[src/rtl/barrel_shifter_pipe.sv]
// Pipelined, parametrised barrel shifter (SLL/SRL/SRA/ROL) with a valid/ready handshake on both sides.
// Define BARREL_SHIFTER_CARRY_EN to add the out_carry port (last bit shifted out).
module barrel_shifter_pipe #(
  parameter int  WIDTH          = 16,
  parameter int  STAGES_PER_REG = 2,
  localparam int CNT_W          = $clog2(WIDTH)
) (
  input  logic             clk,
  input  logic             rst,
  input  logic             in_valid,
  output logic             in_ready,
  input  logic [WIDTH-1:0] in_data,
  input  logic [CNT_W-1:0] in_cnt,
  input  logic [1:0]       in_op,
  output logic             out_valid,
  input  logic             out_ready,
`ifdef BARREL_SHIFTER_CARRY_EN
  output logic             out_carry,
`endif
  output logic [WIDTH-1:0] out_data
);

  localparam int SPR_SAFE  = (STAGES_PER_REG < 1) ? 1 : STAGES_PER_REG;
  localparam int NUM_SLOTS = (CNT_W + SPR_SAFE - 1) / SPR_SAFE;

  if ((WIDTH < 2) || (WIDTH > 64) || ((WIDTH & (WIDTH - 1)) != 0)) begin : g_bad_width
    $error("barrel_shifter_pipe: WIDTH must be a power of two in 2..64");
  end
  if ((STAGES_PER_REG < 1) || (STAGES_PER_REG > CNT_W)) begin : g_bad_spr
    $error("barrel_shifter_pipe: STAGES_PER_REG must be in 1..log2(WIDTH)");
  end

  typedef enum logic [1:0] {
    OP_SLL = 2'b00,
    OP_SRL = 2'b01,
    OP_SRA = 2'b10,
    OP_ROL = 2'b11
  } op_e;

  // One pipeline slot; sign is the operand MSB captured at the input for SRA fill.
  typedef struct packed {
    logic             valid;
    logic [WIDTH-1:0] data;
    logic [CNT_W-1:0] cnt;
    op_e              op;
    logic             sign;
`ifdef BARREL_SHIFTER_CARRY_EN
    logic             carry;
`endif
  } slot_t;

  // Applies log-stage k (shift by 2^k) when the matching count bit is set.
  function automatic slot_t shift_stage(input slot_t s, input int k);
    slot_t            r;
    int               amt;
    logic [CNT_W-1:0] cnt_sh;
`ifdef BARREL_SHIFTER_CARRY_EN
    logic [WIDTH-1:0] out_bits;
`endif
    r      = s;
    amt    = 1 << k;
    cnt_sh = s.cnt >> k;
    if (cnt_sh[0]) begin
      unique case (s.op)
        OP_SLL: r.data = s.data << amt;
        OP_SRL: r.data = s.data >> amt;
        OP_SRA: r.data = (s.data >> amt) | (s.sign ? ~({WIDTH{1'b1}} >> amt) : '0);
        OP_ROL: r.data = (s.data << amt) | (s.data >> (WIDTH - amt));
        default: r.data = s.data;
      endcase
`ifdef BARREL_SHIFTER_CARRY_EN
      // The lowest (left shifts) or highest (right shifts) bit leaving this stage is the newest carry.
      if ((s.op == OP_SLL) || (s.op == OP_ROL)) out_bits = s.data >> (WIDTH - amt);
      else                                      out_bits = s.data >> (amt - 1);
      r.carry = out_bits[0];
`endif
    end
    return r;
  endfunction

  slot_t in_slot;
  slot_t slot_d [NUM_SLOTS];
  slot_t slot_q [NUM_SLOTS];
  logic  advance;

  // NOTE: every variable written in always_comb gets a default first, so no path can infer a latch.
  always_comb begin
    in_slot       = '0;
    in_slot.valid = in_valid;
    in_slot.data  = in_data;
    in_slot.cnt   = in_cnt;
    in_slot.op    = op_e'(in_op);
    in_slot.sign  = in_data[WIDTH-1];
  end

  always_comb begin
    slot_d[0] = in_slot;
    for (int s = 1; s < NUM_SLOTS; s++) begin
      slot_d[s] = slot_q[s-1];
    end
    for (int s = 0; s < NUM_SLOTS; s++) begin
      for (int k = 0; k < CNT_W; k++) begin
        if ((k / SPR_SAFE) == s) slot_d[s] = shift_stage(slot_d[s], k);
      end
    end
  end

  // Single global stall: the whole pipe moves only when the output slot is empty or draining.
  assign advance  = !slot_q[NUM_SLOTS-1].valid || out_ready;
  assign in_ready = advance;

  // NOTE: sequential state uses non-blocking assignments so all slots sample their predecessors' old values.
  // NOTE: data/cnt/op registers are reset as well, because out_data must read 0 straight out of reset.
  always_ff @(posedge clk or posedge rst) begin
    if (rst) begin
      for (int s = 0; s < NUM_SLOTS; s++) slot_q[s] <= '0;
    end else if (advance) begin
      for (int s = 0; s < NUM_SLOTS; s++) slot_q[s] <= slot_d[s];
    end
  end

  assign out_valid = slot_q[NUM_SLOTS-1].valid;
  assign out_data  = slot_q[NUM_SLOTS-1].data;
`ifdef BARREL_SHIFTER_CARRY_EN
  assign out_carry = slot_q[NUM_SLOTS-1].carry;
`endif

endmodule

[config.mk]
export PLATFORM = sky130hd
export DESIGN_NAME = barrel_shifter_pipe
export DESIGN_NICKNAME = d
export VERILOG_FILES = /design/src/rtl/barrel_shifter_pipe.sv
export SDC_FILE = /design/constraint.sdc
export NUM_CORES = 1
export LEC_CHECK = 0
export BUFFER_PORTS_ARGS = -buffer_cell sky130_fd_sc_hd__buf_2
export CAP_MARGIN = 5
export CORE_MARGIN = 2
export CORE_UTILIZATION = 35
export CTS_CLUSTER_SIZE = 30
export DETAILED_ROUTE_END_ITERATION = 10
export GPL_TIMING_DRIVEN = 1
export SYNTH_ARGS = -nofsm -noshare
export SYNTH_HDL_FRONTEND = slang
export SYNTH_SLANG_ARGS = --single-unit
[constraint.sdc]
create_clock -name clk -period 2.84 [get_ports clk]
set_input_delay 0 -clock clk [delete_from_list [all_inputs] [get_ports clk]]
set_output_delay 0 -clock clk [all_outputs]
set_load 0.05 [all_outputs]
==> results.sh <==
export IMPL_r2r_cells=5
export IMPL_hold_class="in2reg"
export IMPL_worstHoldStart="in_data[15]"
export IMPL_track_usage_pct=17.4
export IMPL_r2r_setup_slack_ns=0.81
export IMPL_nNetsFinal=419
export IMPL_fmax_mhz=493
export IMPL_postLayoutCoreUtil_pct=39.1
export IMPL_io_pins=44
export IMPL_post_dp_hpwl_um=5910
export IMPL_cts_sinks=39
export IMPL_gp_congestion=0.879
export IMPL_worstHoldEndpoint="slot_d[0]$_DFFE_PP0P_"
export IMPL_yosysWarnings=0
export IMPL_antenna_left=0
export IMPL_syn_inst=376
export IMPL_cts_made_buffers=5
export IMPL_root_buffer="clkbuf_8"
export IMPL_vias=2865
export IMPL_synth_top_area_cell="dfrtp_1"
export IMPL_relSlewSlack_pct=27.1
export IMPL_finalCritPeriodShare_pct=71.4
export IMPL_die_x_um=97.8
export IMPL_final_cell_mix="nand2_1 (83), buf_2 (43), dfrtp_1 (39)"
export IMPL_dp_cells=489
export IMPL_grt_max_degree=43
export IMPL_hold_viol_final=0
export IMPL_routed_wl_um=8280
export IMPL_synth_nets=402
export IMPL_wl_per_cell_um=16.5
export IMPL_via_per_inst=5.71
export IMPL_core_region_area_um2=8640
export IMPL_first_global_vias=2599
export IMPL_synth_area_leaders="dfrtp_1 (32%), nand2_1 (10%), mux2i_1 (7.1%), mux4_2 (6.6%), o21ai_0 (4.7%)"
export IMPL_worst_path_max_fanout=21
export IMPL_tightest_slew_ns=1.09
export IMPL_setup_viol=0
export IMPL_whs_path_depth=3
export IMPL_htree_levels=2
export IMPL_power_density_nw_per_um2=654
export IMPL_r2r_end="out_data[7]$_DFFE_PP0P_"
export IMPL_netlist_area_um2=3080
export IMPL_n_fill_cell=891
export IMPL_antenna_cells=0
export IMPL_rsz0062_at_grt="no"
export IMPL_arrival_ns=2.21
export IMPL_stdcell_count=502
export IMPL_avgSynthCellArea_um2=8.19
export IMPL_dieArea_um2=9570
export IMPL_cts_tree="built"
export IMPL_drc=0
export IMPL_drt_iter0_drc=142
export IMPL_cp_start_kind="flop"
export IMPL_post_cts_buffers=0
export IMPL_yosysUniqueCellTypes=40
export IMPL_setup_worst_path_class="reg2reg"
export IMPL_clk_pin_slew_worst_paths_ns=0.07
export IMPL_drive_gt1_share_pct=19.5
export IMPL_grt_pass1_wl_um=13700
export IMPL_clk_latency_ns=0.29
export IMPL_cp_end_kind="flop"
export IMPL_drv_cap=0
export IMPL_start_util_pct=35.7
export IMPL_synth_top_cell_area_share_pct=31.7
export IMPL_drtPass1Iterations=5
export IMPL_power_leakage_nw=1.47
export IMPL_area_delta_synth_final_pct=9.59
export IMPL_antenna_found_initial=0
export IMPL_die_h_um=97.8
export IMPL_reg2reg_from="slot_d[1]$_DFFE_PP0P_"
export IMPL_clock_skew_ns=0.00365
export IMPL_peakVddDrop_v=0.000224
export IMPL_rows=34
export IMPL_ys_ff_latch=39
export IMPL_status="finished clean"
export IMPL_clock_tree_buffer_depth=2
export IMPL_layout_commonest_cell="nand2_1"
export IMPL_final_max_slew_violation_count=0
export IMPL_yosysSeqAreaShare_pct=31.7
export IMPL_fin_crit_ns=2.03
export IMPL_cp_required_ns=3.02
export IMPL_tns_ns=0
export IMPL_grt_remaining_overflow=0
export IMPL_io_buffers=43
-- per-stage QoR --
stage	power, mW	worst slack (ns)	instance area [um2]	hold slack, ns
3_5_place_dp	1.84	0.865	3240	0.146
6_report	2.21	0.811	3380	0.00993
2_1_floorplan	1.68	1.04	3080	0.112
3_3_place_gp	1.83	0.870	3240	0.140
5_1_grt	2.35	0.654	3380	0.0240
4_1_cts	2.22	0.826	3380	0.00298
-- routing by layer --
metal  GRT usage (%)  routed length, um  share of wire (%)
met1            25.1               3880                 47
met3            3.15                408                4.9
met2            26.7               3840                 46
met4            5.24                151                1.8
met5               0                  0                  0
-- worst max path at each step --
stage / from / to / slack, ns / depth (start not counted)
CTS: slot_d[1]$_DFFE_PP0P_ / out_data[7]$_DFFE_PP0P_ / 0.83 / 5
floorplan: out_valid$_DFFE_PP0P_ / slot_d[1]$_DFFE_PP0P_ / 1.04 / 4
finish: slot_d[1]$_DFFE_PP0P_ / out_data[7]$_DFFE_PP0P_ / 0.81 / 5
global placement: slot_d[1]$_DFFE_PP0P_ / out_data[9]$_DFFE_PP0P_ / 0.87 / 5
detailed placement: slot_d[1]$_DFFE_PP0P_ / out_data[6]$_DFFE_PP0P_ / 0.87 / 5
global route: slot_d[1]$_DFFE_PP0P_ / out_data[6]$_DFFE_PP0P_ / 0.65 / 5
-- registers in the layout, summed over array words and instances (netlist names) --
register and count:
slot_q 16, out_data 16, slot_d 6, out_valid 1
-- synthesized netlist by cell type (all sizes together) --
| cell type | number |
|---|---|
| xnor2 | 1 |
| o2111ai | 4 |
| nor2 | 18 |
| nor2b | 7 |
| a211oi | 1 |
| o21ai | 29 |
| a22oi | 6 |
| nand4 | 1 |
| nor3 | 2 |
| buf | 30 |
| a32oi | 2 |
| mux2 | 7 |
| and2 | 1 |
| a21o | 5 |
| nand2b | 2 |
| xor2 | 2 |
| o311ai | 1 |
| a31oi | 5 |
| a221oi | 1 |
| mux4 | 9 |
| o211ai | 15 |
| maj3 | 1 |
| mux2i | 22 |
| nor3b | 5 |
| a221o | 6 |
| a311oi | 1 |
| and3 | 1 |
| o22ai | 5 |
| nand2 | 83 |
| clkbuf | 15 |
| a2111oi | 1 |
| a21boi | 1 |
| o311a | 1 |
| dfrtp | 39 |
| nand3 | 16 |
| inv | 6 |
| a21oi | 24 |
-- critical path: stages, from the launching register on --
cell	delay (ns)
dfrtp_1	0.83
mux2_2	0.41
a21oi_1	0.14
a21oi_1	0.08
nor2b_1	0.16
a221o_1	0.29
-- timing repair --
item                                   4_1_cts  5_1_grt
hold buffers                                 5        0
endpoints found under the hold margin       42        0
resized for setup                            0        0
-- area by class of cell --
class / count / area (um2) / area share, %
Clock buffer: 6 / 72.6 / 2.15
Sequential cell: 39 / 976 / 28.9
Tap cell: 108 / 135 / 4.00
Inverter: 6 / 22.5 / 0.667
Timing Repair Buffer: 55 / 318 / 9.41
Multi-Input combinational cell: 286 / 1840 / 54.5
Clock inverter: 2 / 12.5 / 0.371
-- power by group --
group | switching (mW) | internal, mW | total, mW
clock | 0.198 | 0.172 | 0.370
combinational | 0.658 | 0.339 | 0.997
sequential | 0.159 | 0.682 | 0.841
-- cell families after synthesis --
group	after synthesis	synth area share, %
compound gates	108	22.8
xor+xnor	3	1.34
fa+ha+maj	1	0.325
buf+inv	51	8.69
flops	39	31.7
mux	38	16.3
simple gates	136	18.9
Note: power is estimated with default switching activity, not from simulation.
